`src/rtl/led_fader_pkg.sv`:
```
// Package for the LED fader slice.
// Holds the default channel count and PWM resolution shared with the
// blinken animator, the default ramp divider, and the per-channel ramp
// direction type.
package led_fader_pkg;

  localparam int LED_COUNT    = 8;
  localparam int LED_PWM_BITS = 8;
  localparam int LED_RAMP_DIV = 256;

  // Direction a channel's brightness level takes on the current clock
  typedef enum logic [1:0] {
    DIR_HOLD = 2'd0,
    DIR_UP   = 2'd1,
    DIR_DOWN = 2'd2,
    DIR_SNAP = 2'd3
  } ramp_dir_t;

endpackage

```
`src/rtl/led_fader_channel.sv`:
```
// One LED channel of the fader.
// Holds the brightness level, the level-to-duty mapping, the duty register
// that is reloaded only at PWM frame boundaries, and the PWM compare that
// produces the registered LED drive.
// GAMMA_EN selects the squared (gamma ~2) mapping instead of the linear one;
// the top level derives it from the LED_GAMMA_EN macro.
module led_fader_channel
  import led_fader_pkg::*;
#(
  parameter int PWM_BITS = LED_PWM_BITS,
  parameter bit GAMMA_EN = 1'b0
) (
  input  logic                clock,
  input  logic                reset,
  input  logic                target,
  input  logic                fade_en,
  input  logic                ramp_tick,
  input  logic                frame_start,
  input  logic [PWM_BITS-1:0] pwm_ctr,
  output logic [PWM_BITS-1:0] level,
  output logic                led
);

  localparam logic [PWM_BITS-1:0] MAX_LEVEL = '1;
  localparam logic [PWM_BITS-1:0] MIN_LIT   = PWM_BITS'(1);

  ramp_dir_t           dir;
  logic [PWM_BITS-1:0] mapped;
  logic [PWM_BITS-1:0] duty;

  // Decide how the level moves this clock: snap when fading is off,
  // otherwise one saturating step toward the target on each ramp tick
  always_comb begin
    dir = DIR_HOLD;
    if (!fade_en) begin
      dir = DIR_SNAP;
    end else if (ramp_tick) begin
      if (target && level != MAX_LEVEL) begin
        dir = DIR_UP;
      end else if (!target && level != '0) begin
        dir = DIR_DOWN;
      end
    end
  end

  // Brightness level; a target reversal simply flips the step direction
  // from wherever the level currently is, so it never jumps
  always_ff @(posedge clock or posedge reset) begin
    if (reset) begin
      level <= '0;
    end else begin
      case (dir)
        DIR_SNAP: level <= target ? MAX_LEVEL : '0;
        DIR_UP:   level <= level + 1'b1;
        DIR_DOWN: level <= level - 1'b1;
        default:  level <= level;
      endcase
    end
  end

  generate
    if (GAMMA_EN) begin : g_gamma
      logic [2*PWM_BITS-1:0] level_wide;
      logic [PWM_BITS-1:0]   scaled;

      // Squared brightness curve; tiny nonzero levels stay visibly lit and
      // full scale stays solid on
      always_comb begin
        level_wide = {{PWM_BITS{1'b0}}, level};
        scaled     = PWM_BITS'((level_wide * level_wide) >> PWM_BITS);
        if (level == MAX_LEVEL) begin
          mapped = MAX_LEVEL;
        end else if (level != '0 && scaled == '0) begin
          mapped = MIN_LIT;
        end else begin
          mapped = scaled;
        end
      end
    end else begin : g_linear
      assign mapped = level;
    end
  endgenerate

  // Duty is only reloaded on the last clock of a frame so the lit width
  // never changes part way through a PWM period
  always_ff @(posedge clock or posedge reset) begin
    if (reset) begin
      duty <= '0;
    end else if (frame_start) begin
      duty <= mapped;
    end
  end

  // PWM compare; full-scale duty is forced solid so it never blinks off
  // for the one count where pwm_ctr equals MAX
  always_ff @(posedge clock or posedge reset) begin
    if (reset) begin
      led <= 1'b0;
    end else begin
      led <= (duty == MAX_LEVEL) | (pwm_ctr < duty);
    end
  end

endmodule

```
`src/rtl/led_fader.sv`:
```
// LED fader: sits after the blinken animator and turns its raw on/off
// pattern into per-LED PWM drive that ramps smoothly between off and full
// brightness (or snaps when fade_en is low).
// Optional build macro: LED_GAMMA_EN selects the squared brightness curve;
// without it the level maps linearly to PWM duty and no multiplier exists.
module led_fader
  import led_fader_pkg::*;
#(
  parameter int N_LEDS   = LED_COUNT,
  parameter int PWM_BITS = LED_PWM_BITS,
  parameter int RAMP_DIV = LED_RAMP_DIV
) (
  input  logic              clock,
  input  logic              reset,
  input  logic [N_LEDS-1:0] leds_in,
  input  logic              fade_en,
  output logic [N_LEDS-1:0] led_out,
  output logic              busy
);

  localparam int RAMP_W = (RAMP_DIV > 1) ? $clog2(RAMP_DIV) : 1;
  localparam logic [RAMP_W-1:0]   RAMP_LAST = RAMP_W'(RAMP_DIV - 1);
  localparam logic [PWM_BITS-1:0] MAX_LEVEL = '1;

`ifdef LED_GAMMA_EN
  localparam bit GAMMA_EN = 1'b1;
`else
  localparam bit GAMMA_EN = 1'b0;
`endif

  logic [N_LEDS-1:0]   in_q;
  logic [N_LEDS-1:0]   off_target;
  logic [PWM_BITS-1:0] pwm_ctr;
  logic [RAMP_W-1:0]   ramp_ctr;
  logic                ramp_tick;
  logic                frame_start;
  logic [PWM_BITS-1:0] level [N_LEDS];

  // Register the animator pattern once; every channel decision uses this copy
  always_ff @(posedge clock or posedge reset) begin
    if (reset) begin
      in_q <= '0;
    end else begin
      in_q <= leds_in;
    end
  end

  // Free-running PWM frame counter shared by all channels
  always_ff @(posedge clock or posedge reset) begin
    if (reset) begin
      pwm_ctr <= '0;
    end else begin
      pwm_ctr <= pwm_ctr + 1'b1;
    end
  end

  // Ramp prescaler; RAMP_DIV need not be a power of two
  always_ff @(posedge clock or posedge reset) begin
    if (reset) begin
      ramp_ctr <= '0;
    end else if (ramp_ctr == RAMP_LAST) begin
      ramp_ctr <= '0;
    end else begin
      ramp_ctr <= ramp_ctr + 1'b1;
    end
  end

  assign ramp_tick   = (ramp_ctr == RAMP_LAST);
  assign frame_start = (pwm_ctr == MAX_LEVEL);

  generate
    for (genvar i = 0; i < N_LEDS; i++) begin : g_chan
      led_fader_channel #(
        .PWM_BITS (PWM_BITS),
        .GAMMA_EN (GAMMA_EN)
      ) u_chan (
        .clock       (clock),
        .reset       (reset),
        .target      (in_q[i]),
        .fade_en     (fade_en),
        .ramp_tick   (ramp_tick),
        .frame_start (frame_start),
        .pwm_ctr     (pwm_ctr),
        .level       (level[i]),
        .led         (led_out[i])
      );

      assign off_target[i] = (level[i] != (in_q[i] ? MAX_LEVEL : '0));
    end
  endgenerate

  // Busy while any channel is still away from its endpoint; in snap mode
  // the level lands on the endpoint one clock after in_q, so busy is held
  // low there instead of flagging that single-clock transit
  always_ff @(posedge clock or posedge reset) begin
    if (reset) begin
      busy <= 1'b0;
    end else begin
      busy <= fade_en & (|off_target);
    end
  end

endmodule

```
`config.mk`:
```
export PLATFORM = sky130hd
export DESIGN_NAME = led_fader
export DESIGN_NICKNAME = d
export VERILOG_FILES = /design/src/rtl/led_fader_pkg.sv /design/src/rtl/led_fader_channel.sv /design/src/rtl/led_fader.sv
export SDC_FILE = /design/constraint.sdc
export NUM_CORES = 1
export LEC_CHECK = 0
export CORE_MARGIN = 4
export CORE_UTILIZATION = 55
export DETAILED_ROUTE_END_ITERATION = 8
export PLACE_DENSITY = 0.76
export SYNTH_ARGS = -nofsm -noshare
export SYNTH_HDL_FRONTEND = slang
export SYNTH_SLANG_ARGS = --single-unit
```
`constraint.sdc`:
```
create_clock -name clock -period 10.1 [get_ports clock]
set_clock_uncertainty 0.15 [all_clocks]
set_input_delay 1.515 -clock clock [delete_from_list [all_inputs] [get_ports clock]]
set_output_delay 1.515 -clock clock [all_outputs]
set_load 0.1 [all_outputs]
```
==> flow_summary.ini, run 1 <==
[outcome]
status = finished, final reports clean

[clocking]
ctsResizeCount = 0
cts.clk_slew.worst_paths_ps = 60
holdBufCountCts = 0
clkSinkCount = 161
clock-root-buffer = clkbuf_16
cts.htree.levels = 4
clk-insertion-delay-late_ps = 440
cts_tree = yes
postCtsSetupBuffers = 0
cts.path.max_buffers = 2
cts_buffers = 17

[timing]
rsz0062_at_grt = false
fin_crit_sh_pct = 44.6
drv_slew = 0
finalCriticalPeriod_ps = 4500
tightest_slew_ps = 982
fmax_mhz = 222
holdWs_ps = 344
finalSetupTns_ps = 0
setup_viol = 0
finalHoldViolCount = 0
slew_headroom_pct = 34.3

[worst_setup_path]
path_common_cell = ha_1
crit_arrival_ps = 4720
path_class = in2reg
path_cells = clkdlybuf4s50_1, o21ai_0, ha_1, ha_1, a21oi_2, o211ai_2, o41ai_2, xnor2_1, or4_1, nand3_1
path_max_fanout = 17
critical-path-max-stage-delay_ps = 1040
startpoint_type = input pin
crit_required_ps = 10320
cpLargestDelayFamily = buffers and inverters
critPathCaptureType = flop
critPathBufInv = 1
slowest_stage = clkdlybuf4s50_1

[detailed_routing]
firstDrtPassIters = 5
drtAntennaViolNets = 0
drt_iter0_drc = 414
wire_per_inst_um = 16.4
wl_um = 21700
via_count = 7820
drc = 0
viasPerCell = 5.90

[power_and_ir_drop]
p_per_area_nw_per_um2 = 189
p_leak_nw = 5.30
peakVddDrop_mv = 0.130

[synthesis]
syn_area_per_cell_um2 = 9.76
syn_inst = 1076
syn_area_um2 = 10500
ys_warn_count = 0
synth.net_count = 1217
ys_ff_latch = 161
seq_area_frac_synth_pct = 38.4
synth_cell_types = 44

[grt]
track_usage_pct = 21.3
grt-busiest-layer = met2
met3_usage_pct = 3.66
overflow = 0
antenna_found_initial = 0
grt_pass1_vias = 7802
use_met1_pct = 28.6
use_met2_pct = 35.3
grt_pass1_wl_um = 37700
grt_max_degree = 110

[die]
die_h_um = 146
die_area_um2 = 21400
fp-row-count = 50
start_util_pct = 56.0
die_x_um = 146
io_pins = 20
core_area_um2 = 18800

[layout]
stdcell_area_um2 = 11500
fin_cells = 1325
area_growth_pct = 9.26
nNetsFinal = 1221
diodes = 0
drive_gt1_share_pct = 10.2
layout_commonest_cell = dfrtp_1
layout_common_cells = dfrtp_1, ha_1, inv_1, o21ai_0, nor2_1
final_core_util_pct = 61.1

[run]
maxCapViolCount = 0

[placement]
placed_cell_area_um2 = 10800
hpwl_um = 15000
place_inst = 1295
gp_congestion = 0.876
port_buffers = 19

[hold_path]
hold_path.class = reg2reg
-- power by group --
part	internal, mW	leakage (nW)	switching, mW
Sequential	0.734	2.06	0.134
Combinational	0.279	2.93	0.319
Clock	0.448	0.308	0.256
-- routing by layer --
metal | wire length, µm | part of all wire [%]
met4 | 427 | 2.0
met1 | 10100 | 47
met2 | 10500 | 48
met3 | 674 | 3.1
met5 | 0 | 0
-- synthesized netlist by cell type, drive strengths merged --
| cell type | number | area, µm² |
|---|---|---|
| clkinv | 4 | 15.0 |
| inv | 110 | 413 |
| nor3 | 8 | 40.0 |
| nand4b | 1 | 8.76 |
| o41ai | 8 | 100 |
| o311ai | 4 | 35.0 |
| fa | 8 | 160 |
| nand3b | 4 | 30.0 |
| nand2b | 9 | 56.3 |
| ha | 122 | 1530 |
| a21o | 33 | 248 |
| o41a | 1 | 11.3 |
| xor2 | 33 | 289 |
| nand4 | 43 | 269 |
| nand3 | 29 | 150 |
| a31oi | 12 | 75.1 |
| xnor2 | 22 | 193 |
| or4 | 4 | 30.0 |
| o211ai | 16 | 140 |
| a21boi | 7 | 52.6 |
| o21a | 20 | 150 |
| nor2 | 68 | 255 |
| o22ai | 7 | 43.8 |
| nor4 | 15 | 93.8 |
| and3 | 5 | 31.3 |
| dfrtp | 161 | 4030 |
| mux2 | 66 | 743 |
| and2 | 1 | 6.26 |
| a21oi | 53 | 280 |
| a2bb2oi | 4 | 35.0 |
| o31ai | 12 | 90.1 |
| o21ai | 85 | 425 |
| buf | 17 | 100 |
| nand2 | 45 | 169 |
| a211oi | 7 | 52.6 |
| a41o | 1 | 10.0 |
| nor2b | 12 | 75.1 |
| clkbuf | 19 | 71.3 |
-- cells by family (layout without fill, tap and decap cells) --
logic type                 count (synthesis)  after routing  synth area share (%)
AOI/OAI and AO/OA                        270            270                  16.7
buffers and inverters                    150            165                  5.71
xor gates and xnor gates                  55             55                  4.59
DFF                                      161            161                  38.4
muxes                                     66             66                  7.08
adders and majority gates                130            130                  16.1
and+or+nand+nor                          244            244                  11.6
-- flip-flops by register name, summed over array words and instances, names as in the netlist --
signal	flops
in_q	8
pwm_ctr	8
g_chan.u_chan.level	64
busy	1
g_chan.u_chan.led	8
g_chan.u_chan.duty	64
ramp_ctr	8
-- path summary, 6_finish.rpt --
kind / startpoint / to / slack [ps] / cells past startpoint
min in group asynchronous: reset / g_chan[1].u_chan.level[6] / 1540 / 2
max in group asynchronous: reset / g_chan[7].u_chan.duty[4] / 7010 / 3
worst min register to register: ramp_ctr[0] / ramp_ctr[0] / 340 / 1
worst max register to register: ramp_ctr[0] / g_chan[2].u_chan.level[7] / 5990 / 13
worst max-delay path: fade_en / g_chan[2].u_chan.level[7] / 5600 / 10
worst min-delay path: ramp_ctr[0] / ramp_ctr[0] / 340 / 1
-- cell type report --
class | instances | area, µm²
sequential | 161 | 4030
inverter | 114 | 433
clock buffer | 20 | 457
multi-input combinational | 765 | 5880
fill | 1548 | 7290
tap | 234 | 293
timing repair buffer | 21 | 205
clock inverter | 10 | 184
-- through the flow --
step	setup WS (ps)	total power, mW
6_report	5600	2.17
5_1_grt	5400	2.31
4_1_cts	5620	2.18
3_5_place_dp	5160	1.47
3_3_place_gp	5310	1.45
2_1_floorplan	4090	1.33
Power figures use the tool's default switching activity.
==> inputs of run 2 (changes only) <==
Clock period 10.1 ns to 4.19 ns, I/O delays scaled along.
==> run 2 against run 1 <==
Compared with the run above:
- design area up 0.22%
- register-to-register slack got worse by 5400 ps
- total power up 140%
- combinational power grew 140%
- setup slack worse by 5000 ps
- global-route usage down 0.40 points
- core utilization rose by 0.13 points
- hold slack got worse by 16 ps
- sequential power rose by 140%
- wire length decreased by 1.5%
- via count is 0.38% lower
- critical path type is now reg2reg
- largest power group unchanged
- highest routed layer unchanged
==> flow_summary.ini, run 2 (synthesis gave the netlist of run 1 again) <==
[outcome]
status = finished, final reports clean

[worst_setup_path]
crit_arrival_ps = 3780
path_common_cell = o21ai_0
critPathCaptureType = flop
critical-path-max-stage-delay_ps = 470
path_cells = ha_1, nand3_1, nor2_1, nand3_1, buf_4, o21ai_0, ha_1, inv_1, fa_1, nor2b_1, o21ai_0, nand2b_1, xnor2_1, o21ai_0, mux2_2
startpoint_type = flop
r2r_cells = 15
reg2reg_to = g_chan[4].u_chan.level[4]
crit_required_ps = 4350
path_max_fanout = 8
slowest_stage = fa_1
rrSetupSlack_ps = 570
critPathBufInv = 2
rr_startpoint = ramp_ctr[0]
cpLargestDelayFamily = adder cells
path_class = reg2reg

[layout]
stdcell_area_um2 = 11500
largestRegisters = g_chan.u_chan.duty x64, g_chan.u_chan.level x64
nFillCells = 1549
final_core_util_pct = 61.3
layout_commonest_cell = dfrtp_1
area_growth_pct = 9.49
fin_cells = 1331
drive_gt1_share_pct = 10.8
diodes = 0
nNetsFinal = 1225
layout_common_cells = dfrtp_1, ha_1, inv_1, o21ai_0, nor2_1

[die]
core_area_um2 = 18800
io_pins = 20
die_h_um = 146
fp-row-count = 50
start_util_pct = 56.0
die_area_um2 = 21400
die_x_um = 146

[placement]
gp_congestion = 0.859
port_buffers = 19
placed_cell_area_um2 = 10900
place_inst = 1299
pre_cts_slack_ps = 573
hpwl_um = 15200

[detailed_routing]
wire_per_inst_um = 16.1
wl_um = 21400
drt_iter0_drc = 520
drtAntennaViolNets = 0
viasPerCell = 5.85
firstDrtPassIters = 5
drc = 0
via_count = 7790

[grt]
antenna_found_initial = 0
overflow = 0
track_usage_pct = 20.9
grt_max_degree = 83
grt_pass1_wl_um = 37200
grt_pass1_vias = 7722

[power_and_ir_drop]
p_leak_nw = 5.30
power_mw = 5.15
p_per_area_nw_per_um2 = 448
peakVddDrop_mv = 0.377

[hold_path]
hold_path_depth = 1
min_to = ramp_ctr[0]
hold_path.class = reg2reg
min-delay-start = ramp_ctr[0]

[clocking]
holdBufCountCts = 0
cts_buffers = 17
cts.clk_slew.worst_paths_ps = 60
cts.htree.levels = 4
cts_tree = yes
clk-insertion-delay-late_ps = 430
cts.path.max_buffers = 2
postCtsSetupBuffers = 0
clkSinkCount = 161
ctsResizeCount = 0
clock-root-buffer = clkbuf_16

[timing]
holdWs_ps = 327
slew_headroom_pct = 35.3
fin_crit_sh_pct = 86.5
finalSetupTns_ps = 0
tightest_slew_ps = 968
finalCriticalPeriod_ps = 3620
timing.final.ws_setup_ps = 566
rsz0062_at_grt = false
fmax_mhz = 276
finalHoldViolCount = 0
drv_slew = 0
setup_viol = 0

[run]
maxCapViolCount = 0
-- run 2: final cells by class --
type,instances,area (µm²),share of cell area (%)
Timing Repair Buffer,25,260,2.26
Clock buffer,17,425,3.70
Sequential cell,161,4030,35.0
Clock inverter,15,186,1.62
Tap cell,234,293,2.55
Multi-Input combinational cell,765,5880,51.1
Inverter,114,432,3.75
-- run 2: how the worst max path moves through the flow --
stage	from	endpoint	slack, ps	cells after the start
after CTS	ramp_ctr[0]	g_chan[3].u_chan.level[7]	560	14
after global routing	ramp_ctr[0]	g_chan[4].u_chan.level[4]	210	15
after detailed placement	ramp_ctr[0]	g_chan[3].u_chan.level[7]	570	14
after global placement	ramp_ctr[0]	g_chan[7].u_chan.level[7]	670	14
final	ramp_ctr[0]	g_chan[4].u_chan.level[4]	570	15
after floorplan	ramp_ctr[0]	g_chan[4].u_chan.level[7]	910	14
-- run 2: metal layers --
| layer | track usage (%) | wire length [µm] |
|---|---|---|
| met3 | 3.63 | 652 |
| met5 | 0 | 0 |
| met1 | 27.9 | 9960 |
| met4 | 5.17 | 248 |
| met2 | 35.5 | 10500 |
-- run 2: power by group --
part	total (mW)	switching, mW	internal (mW)
Clock	1.60	0.660	0.943
Sequential	2.09	0.322	1.77
Combinational	1.45	0.776	0.677
Total	5.15	1.76	3.39
-- run 2: worst register-to-register path: cells and delay by family, from the launching register on --
kind | cells | cell delay (ps)
xor+xnor | 1 | 130
flops | 1 | 380
mux | 1 | 280
fa+ha+maj | 3 | 1080
compound gates | 3 | 400
simple gates | 5 | 740
buf+inv | 2 | 360
